## config.mk

```make
export PLATFORM = sky130hd
export DESIGN_NAME = alu_srcb_stage
export DESIGN_NICKNAME = d
export VERILOG_FILES = /design/src/rtl/alu_srcb_stage.sv
export SDC_FILE = /design/constraint.sdc
export NUM_CORES = 1
export LEC_CHECK = 0
export BUFFER_PORTS_ARGS = -buffer_cell sky130_fd_sc_hd__buf_4
export CORE_ASPECT_RATIO = 1.1
export CORE_MARGIN = 2
export CORE_UTILIZATION = 52
export DETAILED_ROUTE_END_ITERATION = 8
export MAX_ROUTING_LAYER = met4
export PLACE_DENSITY_LB_ADDON = 0.08
export SYNTH_ARGS = -nofsm -noshare
export SYNTH_HDL_FRONTEND = slang
export SYNTH_SLANG_ARGS = --single-unit
export TNS_END_PERCENT = 50
```

## constraint.sdc

```tcl
create_clock -name clk -period 1.9 [get_ports clk]
set_clock_uncertainty 0.2 [all_clocks]
set_input_delay 0.38 -clock clk [delete_from_list [all_inputs] [get_ports clk]]
set_output_delay 0.38 -clock clk [all_outputs]
set_load 0.01 [all_outputs]
```

## src/rtl/alu_srcb_stage.sv

```systemverilog
// -----------------------------------------------------------------------------
// alu_srcb_stage
//
// Registered operand-B stage for the multicycle datapath ALU. It selects one of
// six operand sources (B register, increment constant, sign/zero-extended
// immediate, word-offset immediate, upper immediate). The result is held in a
// main output register backed by a one-entry skid register, so the ALU can
// stall without losing operands.
//
// Handshake (both sides): a transfer happens on a rising clock edge where
// valid && ready are both high. A producer holds valid and its payload stable
// until that edge. in_ready is driven straight from a flop. out_valid,
// srcb_out and out_illegal come only from flops. No combinational path
// exists from any input to any output.
//
// Ports:
//   clk          rising-edge clock for all state
//   reset        synchronous, active-high reset
//   in_valid     upstream request valid
//   in_ready     stage can accept a request this cycle (registered)
//   src_sel      operand source select; 110/111 are illegal
//   b_in         B register value
//   imm_in       raw instruction immediate
//   out_valid    srcb_out holds a valid operand
//   out_ready    ALU consumes the operand this cycle
//   srcb_out     registered operand B
//   out_illegal  illegal-select tag of the entry in the main register
//   err_sticky   set once an illegal select has been accepted
//   clear_err    clears err_sticky; a simultaneous set wins
//   dbg_state    current FSM state (0 EMPTY, 1 ONE, 2 TWO)
//
// DATA_W must be >= IMM_W.
// -----------------------------------------------------------------------------
module alu_srcb_stage #(
  parameter int DATA_W    = 32,
  parameter int IMM_W     = 16,
  parameter int INC_CONST = 4
) (
  input  logic              clk,
  input  logic              reset,
  input  logic              in_valid,
  output logic              in_ready,
  input  logic [2:0]        src_sel,
  input  logic [DATA_W-1:0] b_in,
  input  logic [IMM_W-1:0]  imm_in,
  output logic              out_valid,
  input  logic              out_ready,
  output logic [DATA_W-1:0] srcb_out,
  output logic              out_illegal,
  output logic              err_sticky,
  input  logic              clear_err,
  output logic [1:0]        dbg_state
);

  typedef enum logic [1:0] {
    ST_EMPTY = 2'd0,
    ST_ONE   = 2'd1,
    ST_TWO   = 2'd2
  } state_e;

  // ---------------------------------------------------------------------------
  // State
  // ---------------------------------------------------------------------------
  state_e              state_q, state_d;
  logic                in_ready_q, in_ready_d;
  logic [DATA_W-1:0]   main_data_q;
  logic                main_ill_q;
  logic [DATA_W-1:0]   skid_data_q;
  logic                skid_ill_q;
  logic                err_q;

  // ---------------------------------------------------------------------------
  // Operand formation
  // ---------------------------------------------------------------------------
  logic [DATA_W-1:0] imm_sext;
  logic [DATA_W-1:0] imm_zext;
  logic [DATA_W-1:0] new_data;
  logic              new_ill;

  always_comb begin
    // A size cast of a signed expression extends with the sign bit.
    imm_sext = DATA_W'($signed(imm_in));
    imm_zext = DATA_W'(imm_in);
    new_data = '0;
    new_ill  = 1'b0;
    unique case (src_sel)
      3'b000:  new_data = b_in;
      3'b001:  new_data = DATA_W'(INC_CONST);
      3'b010:  new_data = imm_sext;
      3'b011:  new_data = imm_sext << 2;
      3'b100:  new_data = imm_zext;
      3'b101:  new_data = imm_zext << 16;
      default: begin
        new_data = '0;
        new_ill  = 1'b1;
      end
    endcase
  end

  // ---------------------------------------------------------------------------
  // Control: next state and register load enables
  // ---------------------------------------------------------------------------
  logic accept;
  logic xfer;
  logic load_main;
  logic main_from_skid;
  logic load_skid;

  assign accept = in_valid && in_ready_q;
  assign xfer   = (state_q != ST_EMPTY) && out_ready;

  always_comb begin
    state_d        = state_q;
    load_main      = 1'b0;
    main_from_skid = 1'b0;
    load_skid      = 1'b0;
    unique case (state_q)
      ST_EMPTY: begin
        if (accept) begin
          load_main = 1'b1;
          state_d   = ST_ONE;
        end
      end
      ST_ONE: begin
        if (accept && xfer) begin
          // Old operand leaves while the new one takes its place.
          load_main = 1'b1;
        end else if (accept) begin
          // ALU stalled: park the new operand in the skid register.
          load_skid = 1'b1;
          state_d   = ST_TWO;
        end else if (xfer) begin
          state_d = ST_EMPTY;
        end
      end
      ST_TWO: begin
        // in_ready is low here, so no accept can happen.
        if (xfer) begin
          main_from_skid = 1'b1;
          state_d        = ST_ONE;
        end
      end
      default: state_d = ST_EMPTY;
    endcase
    // in_ready is the registered complement of "skid full next cycle".
    in_ready_d = (state_d != ST_TWO);
  end

  // ---------------------------------------------------------------------------
  // Registers
  // ---------------------------------------------------------------------------
  always_ff @(posedge clk) begin
    if (reset) begin
      state_q     <= ST_EMPTY;
      in_ready_q  <= 1'b1;
      main_data_q <= '0;
      main_ill_q  <= 1'b0;
      skid_data_q <= '0;
      skid_ill_q  <= 1'b0;
      err_q       <= 1'b0;
    end else begin
      state_q    <= state_d;
      in_ready_q <= in_ready_d;

      if (load_main) begin
        main_data_q <= new_data;
        main_ill_q  <= new_ill;
      end else if (main_from_skid) begin
        main_data_q <= skid_data_q;
        main_ill_q  <= skid_ill_q;
      end

      if (load_skid) begin
        skid_data_q <= new_data;
        skid_ill_q  <= new_ill;
      end else if (main_from_skid) begin
        skid_data_q <= '0;
        skid_ill_q  <= 1'b0;
      end

      // Setting takes priority over clearing.
      if (accept && new_ill) begin
        err_q <= 1'b1;
      end else if (clear_err) begin
        err_q <= 1'b0;
      end
    end
  end

  // ---------------------------------------------------------------------------
  // Outputs
  // ---------------------------------------------------------------------------
  assign in_ready    = in_ready_q;
  assign out_valid   = (state_q != ST_EMPTY);
  assign srcb_out    = main_data_q;
  assign out_illegal = main_ill_q;
  assign err_sticky  = err_q;
  assign dbg_state   = state_q;

endmodule

```

=== Word level (Yosys, flattened, before mapping) ===
Cells that the tools add are included.

* Eq/ne operators: 8
* Multiplexer cells: 25
* Reduce and logical (&&, ||, !) cells: 11

{| class="wikitable"
|+ Operators with widths
! kind !! count
|-
| $pmux 32 s6 || 1
|-
| $mux 32 || 4
|-
| $mux 1 || 13
|-
| $mux 2 || 5
|-
| $reduce_bool 2->1 || 4
|-
| $eq 3x2->1 const B || 2
|-
| $eq 3x3->1 const B || 2
|-
| $pmux 2 s3 || 1
|-
| $reduce_or 6->1 || 1
|-
| $logic_and 1x1->1 || 4
|-
| $eq 3x1->1 const B || 1
|-
| $logic_not 3->1 || 1
|-
| $eq 2x1->1 const B || 1
|-
| $eq 2x2->1 const B || 1
|-
| $logic_not 2->1 || 1
|-
| $ne 2x2->1 const B || 1
|-
| $pmux 1 s2 || 1
|}

* Register bits after elaboration: 70
* Input bits: 56

=== Logic depth before layout (Yosys ltp) ===
Gate-level depths: netlist of the first run.

* Depth in word-level cells: 7
* Depth in mapped cells: 6
* Mapped depth without buffers: 4

=== Worst setup path before layout of the first run ===
OpenSTA, ideal clock, no wires.

* Kind: input to register
* Start: input src_sel[1]
* End: register main_data_q[20] (netlist: srcb_out[20])
* Library setup time: 130 ps
* Arrival time: 1371 ps
* Setup slack: 199 ps
* Cell stages on the path: 6
* Cells stage by stage: buf_2 -> nand2b_1 -> nor2_2 -> buf_2 -> a221oi_1 -> o22ai_1

* Longest elaborated chain between the ends: 3
* Elaborated cells between the ends (all ways): 8

{| class="wikitable"
|+ Ends and longest elaborated chain
! item !! RTL line !! source
|-
| start: declaration || 43 || <nowiki>input logic [2:0] src_sel,</nowiki>
|-
| $eq 3x3->1, or another cell as far along || 86 || <nowiki>unique case (src_sel)</nowiki>
|-
| $pmux 32 s6 * || 86 ||
|-
| $mux 32 * || 165 || <nowiki>if (load_main) begin</nowiki>
|-
| end signal: assignment || 166 || <nowiki>main_data_q <= new_data;</nowiki>
|-
| end signal: assignment || 169 || <nowiki>main_data_q <= skid_data_q;</nowiki>
|-
| end: declaration || 66 || <nowiki>logic [DATA_W-1:0] main_data_q;</nowiki>
|}

Mark *: on every way between the ends. The rest lies on a longest branch, timed or not.
A chain may end at the register's enable or synchronous reset.

=== Worst setup path in the final report of the first run ===
* Start: register state_q[1] (netlist: dbg_state[1])
* End: output out_valid

* Longest elaborated chain between the ends: 1

{| class="wikitable"
|+ Ends and longest elaborated chain
! item !! RTL line !! source
|-
| start: declaration || 64 || <nowiki>state_e state_q, state_d;</nowiki>
|-
| start signal: assignment || 162 || <nowiki>state_q <= state_d;</nowiki>
|-
| $reduce_bool 2->1 || 194 || <nowiki>assign out_valid = (state_q != ST_EMPTY);</nowiki>
|-
| end: declaration || 46 || <nowiki>output logic out_valid,</nowiki>
|}

Every way passes these cells.

==> impl_metrics.yaml, run 1 <==
synth:
  ys_seq_elements: 70
  synth_edf_count: 0
  ys_types: 38
  ys_seq_area_share_pct: 41.31
  yosysWarnings: 0
  netlist_instances: 340
  syn_area_per_cell_um2: 9.976
  synth_nets: 396
  synthArstFlopShare_pct: 0
  synth_top_flop_cell: "dfxtp_1"
  synth_area_um2: 3392
worst_setup_path:
  critPathBufInv: 1
  critPathMaxStageDelay_ns: 0.38
  cp.required_ns: 1.32
  cp_data_arrival_time_ns: 1.19
  rr_startpoint: "dbg_state[1]"
  path_max_fanout: 9
  crit_path_end_kind: "output pin"
  crit_chain: "or2_2 > buf_4"
  critical_path_class: "flop to output pin"
  start_kind: "flop"
  r2r_slack_ns: 0.15
  crit_path_top_delay_cell: "dfxtp_1"
  critPathTopFamily: "flip-flops"
  rr_worst_depth: 5
  r2r_end: "skid_data_q[9]"
sta:
  max_clock_freq_mhz: 564.5
  hold_viol: 0
  fin_crit_sh_pct: 93.23
  setup_viol_count_final: 0
  worst_slew_pin_slew_ns: 1.063
  rsz0062_at_grt: "no"
  period_needed_ns: 1.771
  relSlewSlack_pct: 28.87
  drv_slew: 0
floorplan:
  start_util_pct: 54.44
  top_level_ports: 94
  rows: 30
  die_x_um: 81.01
  die_height_um: 88.71
  dieArea_um2: 7186
  core_area_um2: 6231
drt:
  drt_pass1_iterations: 5
  drc: 0
  vias: 3189
  drt_wl_total_um: 9760
  wl_per_cell_um: 19.10
  drt_iter0_drc: 227
  ant_nets: 0
  vias_per_cell: 6.241
placed_design:
  placedCellCount: 495
  dp_hpwl_um: 6725
  gp_congestion: 0.8429
  io_buffers: 93
min_path:
  holdCritStartpoint: "reset"
  hp-class: "primary input to flop"
  hold_depth: 2
  whs_endpoint: "skid_ill_q"
final_layout:
  final_layout_size_suffix_gt1_share_pct: 31.55
  antenna_cells: 0
  fill_cells: 508
  final_cells: 511
  area_growth_pct: 30.69
  finalNetCount: 482
cts:
  cts.path.max_buffers: 2
  cts-root-buf: "clkbuf_8"
  cts_max_level: 3
  cts_buffers: 9
  path_clk_slew_ns: 0.07
  cts_tree: "done"
  post_cts_buffers: 0
  cts.sinks: 70
  ctsResizeCount: 0
  worstSkewPairLatency_ns: 0.35
  cts_hold_buf: 0
power:
  power.switching_mw: 0.9037
  p_int_mw: 2.624
  vdd_drop_max_mv: 0.5488
  clock_power_share_pct: 39.5
  powerDensity_nw_per_um2: 795.8
  sequentialPowerShare_pct: 43.9
  power_mw: 3.528
  p_sw_share_pct: 25.62
  p_comb_share_pct: 16.6
  p_leak_nw: 1.696
global_route:
  grt_use_total_pct: 29.05
  antenna_found_initial: 0
  grt_pass1_wl_um: 15190
  grt_max_degree: 33
  grt-ovfl-total: 0
  grt_pass1_vias: 3048
flow_run:
  cap_violations: 0
status:
  status: "completed"
## cell usage after synthesis, drive strengths merged, types with 2 or more instances
cell type  count  area share, %
nand2          8           0.89
mux2i         48             14
buf           25            4.4
o2bb2ai       32            8.3
a221oi        15            3.9
inv            3           0.33
nor2           8            1.0
or2            2           0.37
nor3           3           0.92
nand3b         4           0.89
nor2b         17            3.2
clkbuf        11            1.2
dfxtp         70             41
o22ai         33            6.1
a21oi          5           0.74
nand2b         6            1.1
and3b          2           0.52
a31oi         12            2.2
o21ai          2           0.30
nor4b         13            3.4
o21a          12            2.7
## power by group through the flow
| stage | sequential (mW) | combinational, mW | clock [mW] |
|---|---|---|---|
| floorplan | 1.59 | 0.302 | 0 |
| global placement | 1.58 | 0.573 | 0 |
| detailed placement | 1.58 | 0.580 | 0 |
| CTS | 1.55 | 0.582 | 1.41 |
| global route | 1.55 | 0.632 | 1.47 |
| finish | 1.55 | 0.585 | 1.39 |
## final cells by class
type | instances | area [um2] | area share, %
clock buffers | 12 | 155.1 | 3.500
inverters | 3 | 11.26 | 0.2540
multi-input cells | 231 | 1792 | 40.42
well taps | 80 | 100.1 | 2.258
clock inverters | 4 | 77.57 | 1.750
flip-flops and latches | 70 | 1401 | 31.61
repair buffers | 111 | 895.9 | 20.21
## routing by layer
metal,track usage (%),vias to the layer above,wire length (um)
met5,-,-,0
li1,-,1487,-
met4,12.48,0,213
met2,45.60,163,4644
met3,5.102,16,754
met1,36.78,1523,4148
## worst max path at each step
stage               slack (ns)    startpoint  cells past startpoint        endpoint
global route              0.08  dbg_state[1]                      5  skid_data_q[9]
finish                    0.13  dbg_state[1]                      2       out_valid
floorplan                 0.20    src_sel[1]                      6    srcb_out[20]
CTS                       0.11  dbg_state[1]                      2       out_valid
detailed placement       -0.05    src_sel[0]                      5    srcb_out[20]
global placement         -0.06    imm_in[15]                      5    srcb_out[27]
## through the flow
step,utilization [%],hold WS [ns],TNS (ns),instance area (um2),setup slack (ns)
floorplan,-,0.2317,0,3392,0.1986
global placement,67.41,0.2433,-1.139,4200,-0.06002
detailed placement,67.41,0.2506,-0.4340,4200,-0.04617
CTS,71.14,0.04914,0,4433,0.1135
global route,71.14,0.06989,0,4433,0.07543
finish,71.14,0.05804,0,4433,0.1286
## kinds of logic (layout without fill, tap and decap cells)
family / Yosys count / after routing / synth area share, %
buffers and inverters: 39 / 130 / 5.902
flip-flops: 70 / 70 / 41.31
AO/OA/AOI/OAI: 116 / 116 / 25.42
multiplexers: 49 / 49 / 14.50
AND/OR/NAND/NOR: 66 / 66 / 12.87
## flip-flops by register name (all words and copies together) (netlist names)
register     cells
in_ready         1
err_sticky       1
out_illegal      1
skid_ill_q       1
dbg_state        2
srcb_out        32
skid_data_q     32
## cell usage in the layout, fill, tap and decap left out, types with 3 or more instances in the layout
| cell | count |
|---|---|
| o21a_1 | 12 |
| nor2b_1 | 16 |
| a221oi_1 | 15 |
| nand2_1 | 8 |
| nor4b_1 | 13 |
| buf_12 | 5 |
| buf_4 | 106 |
| nor2_1 | 6 |
| o22ai_1 | 33 |
| o2bb2ai_1 | 32 |
| nand3b_1 | 4 |
| a31oi_1 | 12 |
| dfxtp_1 | 70 |
| a21oi_1 | 5 |
| inv_1 | 3 |
| nand2b_1 | 6 |
| mux2i_1 | 48 |
| clkbuf_8 | 11 |
No activity file was read; power rests on OpenSTA's default activity.
==> inputs of run 2 (changes only) <==
- CORE_ASPECT_RATIO: 1.1 -> 0.75
==> impl_metrics.yaml, run 2 (synthesis results as in run 1) <==
worst_setup_path:
  cp_data_arrival_time_ns: 1.23
  cp_common_cell: "buf_4"
  critical_path_class: "flop to output pin"
  critPathMaxStageDelay_ns: 0.33
  rr_startpoint: "dbg_state[1]"
  cp.required_ns: 1.32
  crit_path_end_kind: "output pin"
  rr_worst_depth: 5
  path_max_fanout: 5
  crit_chain: "buf_4 > or2_2 > buf_4"
  start_kind: "flop"
  crit_path_top_delay_cell: "dfxtp_1"
  r2r_slack_ns: 0.13
  r2r_end: "skid_data_q[5]"
drt:
  wl_per_cell_um: 19.22
  drt_wl_total_um: 9877
  drc: 0
  drt_pass1_iterations: 5
  vias: 3161
  ant_nets: 0
  drt_iter0_drc: 263
  vias_per_cell: 6.150
placed_design:
  place_ws_ns: -0.2816
  io_buffers: 93
  placedCellCount: 498
  dp_hpwl_um: 6836
  gp_congestion: 0.8511
  postPlaceCellArea_um2: 4192
floorplan:
  die_height_um: 73.95
  die_x_um: 97.26
  rows: 25
  top_level_ports: 94
  dieArea_um2: 7192
  start_util_pct: 53.68
  core_area_um2: 6319
power:
  sequentialPowerShare_pct: 44.0
  clock_power_share_pct: 39.2
  p_int_mw: 2.616
  p_comb_share_pct: 16.8
  p_leak_nw: 1.695
  power.switching_mw: 0.9041
  power_mw: 3.520
  vdd_drop_max_mv: 0.4018
  powerDensity_nw_per_um2: 794.8
  p_sw_share_pct: 25.68
cts:
  cts_max_level: 3
  cts.sinks: 70
  cts_buffers: 9
  cts_tree: "done"
  path_clk_slew_ns: 0.08
  cts.path.max_buffers: 2
  post_cts_buffers: 0
  cts-root-buf: "clkbuf_8"
  worstSkewPairLatency_ns: 0.34
  cts_hold_buf: 0
  ctsResizeCount: 0
final_layout:
  fin_area_um2: 4429
  finalNetCount: 484
  mostFrequentLayoutCells: "buf_4, dfxtp_1, mux2i_1, o22ai_1, o2bb2ai_1"
  post-route-util_pct: 70.10
  antenna_cells: 0
  final_layout_size_suffix_gt1_share_pct: 32.10
  area_growth_pct: 30.58
  final_common_cell: "buf_4"
  final_cells: 514
sta:
  worst_slew_pin_slew_ns: 0.9983
  relSlewSlack_pct: 33.20
  setup_viol_count_final: 0
  fin_ws_ns: 0.08835
  hold_viol: 0
  whs_ns: 0.06164
  period_needed_ns: 1.812
  max_clock_freq_mhz: 552.0
  fin_crit_sh_pct: 95.35
  fin_setup_tns_ns: 0
  drv_slew: 0
  rsz0062_at_grt: "no"
min_path:
  holdCritStartpoint: "reset"
  whs_endpoint: "skid_ill_q"
  hold_depth: 2
  hp-class: "primary input to flop"
global_route:
  grt_max_degree: 28
  grt_pass1_wl_um: 15830
  grt_pass1_vias: 2990
  antenna_found_initial: 0
  grt_use_total_pct: 28.71
  grt-ovfl-total: 0
status:
  status: "completed"
flow_run:
  cap_violations: 0
[run 2: cell count changes in the layout (fill, tap and decap cells not counted)]
cell / delta
nor2_4: +1
nor2_2: -1
inv_6: -1
clkinvlp_4: +1
buf_12: -2
clkbuf_1: -1
buf_4: +4
clkinv_2: +1
[run 2: cell type report]
class | instances | area (um2)
Clock buffer | 11 | 151.4
Clock inverter | 5 | 81.33
Fill cell | 504 | 1889
Inverter | 3 | 11.26
Multi-Input combinational cell | 231 | 1797
Sequential cell | 70 | 1401
Tap cell | 81 | 101.3
Timing Repair Buffer | 113 | 885.9
[run 2: how the worst max path moves through the flow]
stage	end	start	cells past startpoint	slack (ns)
after detailed placement	srcb_out[3]	src_sel[1]	5	-0.28
after floorplan	srcb_out[20]	src_sel[1]	6	0.20
after global placement	srcb_out[13]	src_sel[1]	5	-0.23
after CTS	srcb_out[11]	src_sel[1]	5	0.06
after global routing	srcb_out[23]	src_sel[1]	6	0.001
final	out_valid	dbg_state[0]	3	0.09
[run 2: power by group through the flow]
stage               combinational (mW)  sequential [mW]  clock (mW)
global placement                 0.573             1.58           0
detailed placement               0.582             1.58           0
finish                           0.590             1.55        1.38
CTS                              0.583             1.55        1.39
global route                     0.635             1.55        1.45
floorplan                        0.302             1.59           0
[run 2: per-layer routing]
metal | track usage [%] | vias to the layer above | share of wire (%)
met5 | - | - | 0
met4 | 6.944 | 0 | 0.92
met3 | 7.331 | 8 | 7.2
met2 | 43.21 | 138 | 45
met1 | 39.33 | 1516 | 47
li1 | - | 1499 | -
[run 2: worst max-delay path: cells and delay by family, from the launching register on]
kind                   cells  cell delay (ns)
and+or+nand+nor            1             0.26
buffers and inverters      2             0.29
DFF                        1             0.33
==> inputs of run 3 (changes only) <==
- CORE_ASPECT_RATIO: 0.75 -> 2
==> impl_metrics.yaml, run 3 (synthesis results as in run 1) <==
status:
  status: "completed"
floorplan:
  top_level_ports: 94
  dieArea_um2: 7224
  rows: 41
  die_height_um: 118.2
  core_area_um2: 6310
  start_util_pct: 53.76
  die_x_um: 61.11
power:
  p_leak_nw: 1.721
  powerDensity_nw_per_um2: 805.4
  vdd_drop_max_mv: 0.6849
drt:
  drt_pass1_iterations: 4
  wl_met1_um: 4022
  drt_wl_total_um: 9837
  drc: 0
  vias: 3134
  wl_met3_um: 486
  routed-wl-met2_um: 5010
  wl_per_cell_um: 18.99
  highest_layer: "met4"
  vias_per_cell: 6.050
  ant_nets: 0
  drt_iter0_drc: 309
cts:
  worstSkewPairLatency_ns: 0.33
  path_clk_slew_ns: 0.05
  cts_max_level: 3
  cts-root-buf: "clkbuf_16"
  cts_tree: "done"
  cts.sinks: 70
  cts_buffers: 9
  cts_hold_buf: 0
  cts.path.max_buffers: 2
final_layout:
  final_cells: 518
  mostFrequentLayoutCells: "buf_4, dfxtp_1, mux2i_1, o22ai_1, o2bb2ai_1"
  final_common_cell: "buf_4"
  final_layout_size_suffix_gt1_share_pct: 31.71
  antenna_cells: 0
  finalNetCount: 485
  area_growth_pct: 32.09
sta:
  worst_slew_pin_slew_ns: 0.9475
  rsz0062_at_grt: "no"
  relSlewSlack_pct: 36.60
  fin_ws_ns: 0.06710
  hold_viol: 0
  setup_viol_count_final: 0
  drv_slew: 0
  max_clock_freq_mhz: 545.6
  fin_crit_sh_pct: 96.47
  period_needed_ns: 1.833
global_route:
  grt_pass1_vias: 3176
  grt_max_degree: 33
  grt_use_total_pct: 29.00
  grt_pass1_wl_um: 15460
  antenna_found_initial: 0
  grt-ovfl-total: 0
placed_design:
  gp_congestion: 0.9989
  io_buffers: 93
  placedCellCount: 504
  place_ws_ns: -0.2237
  dp_hpwl_um: 6951
worst_setup_path:
  path_max_fanout: 5
  cp_data_arrival_time_ns: 1.25
  start_kind: "flop"
  critical_path_class: "flop to output pin"
  crit_path_end_kind: "output pin"
  cp.required_ns: 1.32
flow_run:
  cap_violations: 0
min_path:
  hp-class: "primary input to flop"
## run 3: changes by cell type in the layout (fill, tap and decap cells not counted)
cell / previous run / this run
buf_12: 3 / 4
bufinv_16: 2 / 0
clkbuf_1: 0 / 2
clkbuf_16: 0 / 9
clkbuf_8: 11 / 1
clkinv_2: 1 / 2
clkinv_4: 1 / 0
clkinvlp_4: 1 / 0
dfxtp_1: 70 / 69
dfxtp_2: 0 / 1
## run 3: per-stage QoR
step	hold slack [ns]	setup TNS (ns)	total power, mW	instance area [um2]	utilization [%]
after floorplan	0.2317	0	1.896	3392	-
after global placement	0.2443	-6.529	2.156	4218	66.85
after detailed placement	0.2466	-7.540	2.164	4218	66.85
after CTS	0.08727	0	3.621	4474	70.91
after global routing	0.09240	0	3.736	4481	71.01
final	0.08816	0	3.609	4481	71.01
## run 3: layout make-up
type,count,area [um2]
multi-input combinational,231,1797
fill,526,1829
tap,86,107.6
clock buffer,12,246.5
timing repair buffer,114,905.9
inverter,3,11.26
clock inverter,2,10.01
sequential,70,1403
## run 3: path summary, 6_finish.rpt
path	slack [ns]	to	from	cells after the start
max	0.07	out_valid	dbg_state[1]	3
max reg2reg	0.19	srcb_out[20]	dbg_state[1]	4
min reg2reg	0.26	skid_data_q[8]	skid_data_q[8]	1
min	0.09	dbg_state[0]	reset	2
## run 3: metal layers
metal / track usage, % / vias up
met1: 33.82 / 1488
met5: - / -
met4: 13.99 / 0
met2: 45.48 / 125
li1: - / 1491
met3: 6.346 / 30
## run 3: report_power, final
| group | internal, mW | leakage (nW) | switching [mW] |
|---|---|---|---|
| Combinational | 0.288 | 1.02 | 0.298 |
| Clock | 0.899 | 0.128 | 0.570 |
| Sequential | 1.52 | 0.568 | 0.0324 |
| Total | 2.71 | 1.72 | 0.901 |
## run 3: worst max-delay path: stages (launching register included)
cell	delay [ns]
dfxtp_2	0.34
buf_4	0.15
or2_2	0.29
buf_4	0.15
## run 3: timing repair
action / 4_1_cts / 5_1_grt
setup buffers: 0 / 0
resized for setup: 0 / 2
setup endpoints to repair: 0 / 3
